$ cat config.mk
export PLATFORM = sky130hd
export DESIGN_NAME = sst_sequencer
export DESIGN_NICKNAME = d
export VERILOG_FILES = /design/src/rtl/sst_sequencer_pkg.sv /design/src/rtl/sst_sequencer.sv
export SDC_FILE = /design/constraint.sdc
export NUM_CORES = 1
export LEC_CHECK = 0
export BUFFER_PORTS_ARGS = -buffer_cell sky130_fd_sc_hd__buf_2
export CAP_MARGIN = 0
export CELL_PAD_IN_SITES_DETAIL_PLACEMENT = 1
export CELL_PAD_IN_SITES_GLOBAL_PLACEMENT = 1
export CORE_UTILIZATION = 32
export DETAILED_ROUTE_END_ITERATION = 12
export PLACE_DENSITY_LB_ADDON = 0.1
export REMOVE_ABC_BUFFERS = 1
export SLEW_MARGIN = 5
export SYNTH_ARGS = -nofsm -noshare
export SYNTH_HDL_FRONTEND = slang
export SYNTH_SLANG_ARGS = --single-unit
$ cat constraint.sdc
create_clock -name clk -period 2.55 [get_ports clk]
set_input_delay 0.1275 -clock clk [delete_from_list [all_inputs] [get_ports clk]]
set_output_delay 0.1275 -clock clk [all_outputs]
set_load 0.02 [all_outputs]
$ cat src/rtl/sst_sequencer_pkg.sv
// rtl/sst_sequencer_pkg.sv - shared mapper save-state types: bus struct, sequencer states, slot limit
package sst_sequencer_pkg;

    localparam int SST_SLOT_MAX = 128;

    typedef struct packed {
        logic       act;
        logic       we;
        logic [7:0] addr;
    } sst_bus_t;

    typedef enum logic [3:0] {
        IDLE,
        SV_ADDR,
        SV_CAP,
        SV_CK,
        LD_RD,
        LD_DAT,
        LD_WR,
        LD_CK,
        LD_CMP,
        FIN
    } sst_state_t;

endpackage

$ cat src/rtl/sst_sequencer.sv
// rtl/sst_sequencer.sv - walks mapper registers to/from the state buffer; SST_CHECKSUM_EN adds an XOR check byte
module sst_sequencer
    import sst_sequencer_pkg::*;
#(
    parameter int REG_CNT = SST_SLOT_MAX
) (
    input  logic       clk,
    input  logic       map_rst,
    input  logic       start_save,
    input  logic       start_load,
    input  logic       m2_fall,
    output logic       busy,
    output logic       done,
    output logic       sst_act,
    output logic [7:0] sst_addr,
    output logic       sst_we_reg,
    output logic [7:0] sst_dato,
    input  logic [7:0] sst_di,
`ifdef SST_CHECKSUM_EN
    output logic       ck_err,
`endif
    output logic [7:0] buf_addr,
    output logic       buf_we,
    output logic [7:0] buf_wdat,
    input  logic [7:0] buf_rdat
);

    localparam logic [7:0] LAST_IDX = 8'(REG_CNT - 1);

`ifdef SST_CHECKSUM_EN
    localparam logic [7:0] CK_IDX = 8'(REG_CNT);
    localparam sst_state_t SV_END = SV_CK;
    localparam sst_state_t LD_END = LD_CK;
`else
    localparam sst_state_t SV_END = FIN;
    localparam sst_state_t LD_END = FIN;
`endif

    sst_state_t state, state_nxt;
    logic [7:0] idx, idx_nxt;
    logic [7:0] dato_q, dato_nxt;
    sst_bus_t   bus;

`ifdef SST_CHECKSUM_EN
    logic [7:0] ck_acc;
    logic       ck_err_q;

    // Accumulator restarts on an accepted start; load folds in every byte read back.
    always_ff @(posedge clk) begin
        if (map_rst) begin
            ck_acc   <= '0;
            ck_err_q <= 1'b0;
        end else if (state == IDLE && (start_save || start_load)) begin
            ck_acc   <= '0;
            ck_err_q <= 1'b0;
        end else if (state == SV_CAP) begin
            ck_acc <= ck_acc ^ sst_di;
        end else if (state == LD_DAT) begin
            ck_acc <= ck_acc ^ buf_rdat;
        end else if (state == LD_CMP) begin
            ck_err_q <= (ck_acc != buf_rdat);
        end
    end

    assign ck_err = ck_err_q;
`endif

    always_ff @(posedge clk) begin
        if (map_rst) begin
            state  <= IDLE;
            idx    <= '0;
            dato_q <= '0;
        end else begin
            state  <= state_nxt;
            idx    <= idx_nxt;
            dato_q <= dato_nxt;
        end
    end

    always_comb begin
        state_nxt = state;
        idx_nxt   = idx;
        dato_nxt  = dato_q;
        bus       = '0;
        buf_addr  = '0;
        buf_we    = 1'b0;
        buf_wdat  = '0;
        busy      = 1'b0;
        done      = 1'b0;
        case (state)
            IDLE: begin
                if (start_save) begin
                    state_nxt = SV_ADDR;
                    idx_nxt   = '0;
                end else if (start_load) begin
                    state_nxt = LD_RD;
                    idx_nxt   = '0;
                end
            end
            SV_ADDR: begin
                busy      = 1'b1;
                bus.act   = 1'b1;
                bus.addr  = idx;
                state_nxt = SV_CAP;
            end
            SV_CAP: begin
                busy     = 1'b1;
                bus.act  = 1'b1;
                bus.addr = idx;
                buf_addr = idx;
                buf_we   = 1'b1;
                buf_wdat = sst_di;
                if (idx == LAST_IDX) begin
                    state_nxt = SV_END;
                end else begin
                    idx_nxt   = idx + 8'd1;
                    state_nxt = SV_ADDR;
                end
            end
            LD_RD: begin
                busy      = 1'b1;
                bus.act   = 1'b1;
                buf_addr  = idx;
                state_nxt = LD_DAT;
            end
            LD_DAT: begin
                busy      = 1'b1;
                bus.act   = 1'b1;
                dato_nxt  = buf_rdat;
                state_nxt = LD_WR;
            end
            LD_WR: begin
                // The mapper write is held until the CPU bus cycle actually ends.
                busy     = 1'b1;
                bus.act  = 1'b1;
                bus.addr = idx;
                bus.we   = 1'b1;
                if (m2_fall) begin
                    if (idx == LAST_IDX) begin
                        state_nxt = LD_END;
                    end else begin
                        idx_nxt   = idx + 8'd1;
                        state_nxt = LD_RD;
                    end
                end
            end
`ifdef SST_CHECKSUM_EN
            SV_CK: begin
                busy      = 1'b1;
                bus.act   = 1'b1;
                buf_addr  = CK_IDX;
                buf_we    = 1'b1;
                buf_wdat  = ck_acc;
                state_nxt = FIN;
            end
            LD_CK: begin
                busy      = 1'b1;
                bus.act   = 1'b1;
                buf_addr  = CK_IDX;
                state_nxt = LD_CMP;
            end
            LD_CMP: begin
                busy      = 1'b1;
                bus.act   = 1'b1;
                state_nxt = FIN;
            end
`endif
            FIN: begin
                done      = 1'b1;
                state_nxt = IDLE;
            end
            default: state_nxt = IDLE;
        endcase
    end

    assign sst_act    = bus.act;
    assign sst_we_reg = bus.we;
    assign sst_addr   = bus.addr;
    assign sst_dato   = dato_q;

endmodule

==> metrics.csv, run 1 <==
stage,metric,value,unit
grt,grt.overflow.total,0,
critical_path,reg2reg_depth,5,
power,p_int,593.3,µW
clock_network,cts_made_buffers,3,
worst_hold_path,hold_class,input pin to flip-flop,
clock_network,clock_path_buffers,2,
timing,tightest_slew,0.7606,ns
critical_path,endpoint_kind,output pin,
power,seqPwrFrac,41.8,%
timing,slew_headroom,48.90,%
layout,layout.nets,219,
logic_synthesis,yosysWarningCount,0,
logic_synthesis,synth_edf_count,0,
critical_path,worstSetupPathType,flip-flop to output pin,
critical_path,crit_chain,nand2b_1 > or2_2 > a21oi_1 > and2_1 > buf_2,
logic_synthesis,synth_ff_type,dfxtp_1,
grt,antenna_found_initial,0,
timing,whs,0.1075,ns
timing,finalSetupViolCount,0,
routing,ant_nets,0,
power,netSwitchingFraction,26.07,%
floorplanning,die-area,4023,µm²
logic_synthesis,synth_common_cells,"and2_1, dfxtp_1, nor2_1",
clock_network,hold_buffers,0,
grt,first_global_vias,1224,
routing,detail_route.vias_per_cell,5.045,
power,power_density,510.2,nW/µm²
place,hpwl,2593,µm
logic_synthesis,synthCells,144,
critical_path,slowest_delay,0.53,ns
timing,period_share,85.47,%
logic_synthesis,yosysMostFrequentCell,and2_1,
grt,grt_max_degree,17,
timing,skew,0.001978,ns
timing,report.final.slew_viol_count,0,
critical_path,worstPathRequired,2.42,ns
floorplanning,die_w,63.43,µm
place,io_buffers,57,
floorplanning,core_area,3468,µm²
routing,drt_iter0_markers,50,
floorplanning,initial_core_util,34.81,%
floorplanning,ios,58,
timing,fin_ws,0.3706,ns
clock_network,path_clk_slew,0.07,ns
timing,grt_setup_unrepaired,no,
layout,area_delta_synth_final,30.26,%
clock_network,insertion_delay,0.25,ns
power,switchingPower,209.2,µW
timing,tns,0,ns
critical_path,path_max_fanout,12,
status,status,completed,
power,vdd_ir_drop_max,257.2,µV
power,finalPower,802.5,µW
run,drv_cap,0,
floorplanning,std_cell_rows,21,
worst_hold_path,min_delay_path_depth,3,
clock_network,ctsResizeCount,0,
floorplanning,die_h,63.43,µm
power,p_clk_share,39.1,%
logic_synthesis,async_reset_ff_share,0,%
logic_synthesis,yosys-top-cells-area,"dfxtp_1, and2_1, mux2i_1",
routing,routed_wl,3335,µm
grt,gr-usage-all-layers,17.72,%
layout,layout-drive-gt1-share,36.22,%
logic_synthesis,yosysSeqAreaShare,33.16,%
layout,antenna_cells,0,
logic_synthesis,synth-seq-cells,20,
clock_network,h-tree-depth,1,
power,p_comb_share,19.1,%
logic_synthesis,synth_top_cell_area_share,33.16,%
critical_path,crit_path_start_kind,flip-flop,
logic_synthesis,synth.avg_cell_area,8.385,µm²
critical_path,slowest_stage,dfxtp_1,
place,dp_slack,0.5177,ns
clock_network,clkSinkCount,20,
critical_path,arrival,2.05,ns
logic_synthesis,yosysTopAreaCell,dfxtp_1,
clock_network,cts_tree,built,
timing,max_freq,0.4588,GHz
routing,dr.pass1.iters,4,
logic_synthesis,synth_cell_types,50,
clock_network,cts-root-buf,clkbuf_8,
grt,grt_pass1_wl,5775,µm
place,finalWeightedCongestion,0.8245,
timing,final.min_clock_period,2.179,ns
timing,hold_viol_final,0,
logic_synthesis,synth_area,1207,µm²
power,p_leak,0.7485,nW
clock_network,post_cts_buffers,0,
routing,wl_per_cell,13.78,µm
routing,via_count,1221,
routing,drc,0,
==> area by class of cell <==
cell class	count	area, µm²
clock buffer	3	41.29
clock inverter	1	30.03
tap	46	57.56
sequential	20	400.4
inverter	5	18.77
multi-input combinational	109	732.0
fill	445	1896
timing repair buffer	58	292.8
==> state kept, by name, indices dropped and copies added, names as in the netlist <==
name and flops:
idx 8, sst_dato 8, state 4
==> worst max-delay path: cells and delay by family (launching register included) <==
family	cells	cell delay, ns
compound gates	1	0.44
flops	1	0.53
simple gates	3	0.65
buf+inv	1	0.16
==> metrics by stage <==
step,cells,instance area (µm²),utilization [%]
global placement,238,1501,43.29
detailed placement,238,1501,43.29
floorplan,134,1151,-
global route,242,1573,45.35
CTS,242,1573,45.35
finish,242,1573,45.35
==> per-layer routing <==
layer	share of wire [%]	global-route usage (%)	vias to the layer above	wire length (µm)
met5	0	0	-	0
met4	0	2.557	0	0
met3	4.1	3.804	0	138
met2	49	31.12	32	1638
met1	47	22.38	572	1558
li1	-	-	617	-
==> path summary, 6_finish.rpt <==
kind / from / end / slack (ns)
worst max-delay path: state[0] / sst_addr[0] / 0.37
worst min-delay path: buf_rdat[1] / sst_dato[1] / 0.11
worst max register to register: state[3] / idx[0] / 0.51
worst min register to register: sst_dato[7] / sst_dato[7] / 0.50
==> cell families after synthesis <==
logic type                 count (synthesis)  share of synthesized area, %
buffers and inverters                     15                         6.217
AOI/OAI and AO/OA                         26                         16.69
muxes                                      9                         7.565
DFF                                       20                         33.16
adders and majority gates                  1                         1.036
and+or+nand+nor                           72                         34.61
xor gates and xnor gates                   1                        0.7255
==> cell usage in the layout, fill, tap and decap left out, types with 3 or more instances in the layout <==
master	n
buf_2	57
and2_1	23
dfxtp_1	20
nor2_1	15
mux2i_1	8
a21oi_1	6
inv_1	5
nor3_1	5
nand3_1	5
nor4_1	3
nand2_1	3
clkbuf_8	3
==> power groups by stage <==
stage / logic (mW) / clock network [mW] / registers [mW]
after floorplan: 0.0969 / 0 / 0.343
after global placement: 0.149 / 0 / 0.342
after detailed placement: 0.154 / 0 / 0.343
after CTS: 0.154 / 0.329 / 0.336
after global routing: 0.170 / 0.338 / 0.339
final: 0.153 / 0.314 / 0.336
Note: power is estimated with default switching activity, not from simulation.
==> run 2: changes to the inputs <==
--- a/config.mk
+++ b/config.mk
@@ -9,8 +9,10 @@
 export CAP_MARGIN = 0
 export CELL_PAD_IN_SITES_DETAIL_PLACEMENT = 1
 export CELL_PAD_IN_SITES_GLOBAL_PLACEMENT = 1
+export CORE_MARGIN = 3
 export CORE_UTILIZATION = 32
 export DETAILED_ROUTE_END_ITERATION = 12
+export GPL_TIMING_DRIVEN = 0
 export PLACE_DENSITY_LB_ADDON = 0.1
 export REMOVE_ABC_BUFFERS = 1
 export SLEW_MARGIN = 5
==> metrics.csv, run 2 (synthesized netlist as in run 1, its figures left out) <==
stage,metric,value,unit
layout,layout_commonest_cell,buf_2,
grt,first_global_vias,1159,
layout,layout_common_cells,"buf_2, and2_1, dfxtp_1",
routing,drt_iter0_markers,43,
layout,area_delta_synth_final,28.70,%
layout,antenna_cells,0,
grt,grt.overflow.total,0,
critical_path,worst-path-buf-inv,1,
critical_path,worstSetupEndpoint,sst_addr[2],
floorplanning,initial_core_util,34.55,%
timing,max_freq,0.4592,GHz
timing,hold_viol_final,0,
clock_network,cts_made_buffers,3,
critical_path,path_depth,5,
clock_network,h-tree-depth,1,
routing,routed_wl,3272,µm
timing,period_share,85.41,%
critical_path,crit_path_start_kind,flip-flop,
power,p_comb_share,20.6,%
layout,design_area,1554,µm²
timing,grt_setup_unrepaired,no,
floorplanning,std_cell_rows,21,
power,p_leak,0.7373,nW
place,hpwl,2545,µm
critical_path,r2r_setup_slack,0.49,ns
critical_path,crit_family,simple AND/OR/NAND/NOR gates,
grt,grt_max_degree,17,
timing,skew,0.002609,ns
timing,finalSetupViolCount,0,
critical_path,reg2reg_depth,5,
layout,layout.nets,218,
power,finalPower,729.6,µW
routing,drc,0,
clock_network,hold_buffers,0,
routing,dr.pass1.iters,4,
grt,gr-usage-all-layers,15.08,%
power,p_clk_share,33.3,%
layout,instances_no_fill,241,
power,power_density,469.5,nW/µm²
status,status,completed,
grt,grt_pass1_wl,5264,µm
routing,detail_route.vias_per_cell,5.154,
floorplanning,die_h,67.43,µm
timing,tightest_slew,0.7648,ns
floorplanning,die_w,67.43,µm
critical_path,crit_chain,nand2b_1 > or2_2 > a21oi_1 > and2_1 > buf_2,
layout,finish.utilization,44.47,%
critical_path,path_max_fanout,12,
clock_network,clkSinkCount,20,
routing,wl_per_cell,13.58,µm
floorplanning,ios,58,
power,seqPwrFrac,46.1,%
clock_network,ctsResizeCount,0,
layout,layout-drive-gt1-share,36.41,%
critical_path,worstSetupPathType,flip-flop to output pin,
timing,report.final.slew_viol_count,0,
clock_network,post_cts_buffers,0,
worst_hold_path,hold_class,input pin to flip-flop,
place,finalWeightedCongestion,0.7673,
critical_path,timing.rr.start,state[1],
critical_path,slowest_stage,dfxtp_1,
critical_path,slowest_delay,0.55,ns
clock_network,clock_path_buffers,2,
critical_path,endpoint_kind,output pin,
clock_network,path_clk_slew,0.07,ns
timing,final.min_clock_period,2.178,ns
place,io_buffers,57,
grt,antenna_found_initial,0,
floorplanning,core_area,3495,µm²
clock_network,cts_tree,built,
routing,ant_nets,0,
critical_path,critPathLaunch,state[0],
floorplanning,die-area,4546,µm²
layout,fill_cells,459,
power,p_int,521.0,µW
place,place_inst,237,
clock_network,insertion_delay,0.26,ns
power,netSwitchingFraction,28.59,%
timing,slew_headroom,48.79,%
critical_path,arrival,2.05,ns
critical_path,r2r-end,idx[3],
place,dpl-instance-area,1499,µm²
run,drv_cap,0,
clock_network,cts-root-buf,clkbuf_8,
critical_path,worstPathRequired,2.42,ns
timing,tns,0,ns
power,switchingPower,208.6,µW
routing,via_count,1242,
power,vdd_ir_drop_max,207.8,µV
run 2: tightest hold or removal path, stage by stage:
cell and delay (ns):
buf_2 0.07, mux2i_1 0.05, nor2_1 0.07
run 2: how the worst min path moves through the flow:
stage | startpoint | endpoint | slack (ns) | cells after the start
detailed placement | buf_rdat[4] | sst_dato[4] | 0.38 | 3
finish | buf_rdat[7] | sst_dato[7] | 0.10 | 3
CTS | buf_rdat[7] | sst_dato[7] | 0.1 | 3
floorplan | map_rst | idx[4] | 0.20 | 1
global route | buf_rdat[0] | sst_dato[0] | 0.12 | 3
global placement | buf_rdat[3] | sst_dato[3] | 0.36 | 3
run 2: area by class of cell:
cell class	count	area (µm²)	area share, %
multi-input combinational	109	737.0	47.42
timing repair buffer	57	285.3	18.36
inverter	5	18.77	1.208
clock buffer	4	55.05	3.543
sequential	20	400.4	25.76
tap	46	57.56	3.704
run 2: routing by layer:
layer	GRT usage, %	up-vias	routed length [µm]
li1	-	613	-
met1	19.11	566	1450
met2	24.79	59	1450
met3	3.161	4	324
met4	6.076	0	46
met5	0	-	0
run 2: stage by stage:
| stage | hold WS, ns | worst slack [ns] |
|---|---|---|
| detailed placement | 0.3826 | 0.4901 |
| CTS | 0.09784 | 0.3476 |
| finish | 0.1025 | 0.3721 |
| global route | 0.1163 | 0.1382 |
| floorplan | 0.1966 | 0.6180 |
| global placement | 0.3622 | 0.2672 |
run 2: power groups by stage:
stage / clock (mW) / combinational, mW / sequential [mW]
finish: 0.243 / 0.150 / 0.336
global route: 0.264 / 0.168 / 0.340
detailed placement: 0 / 0.151 / 0.344
global placement: 0 / 0.147 / 0.342
floorplan: 0 / 0.0969 / 0.343
CTS: 0.252 / 0.152 / 0.336
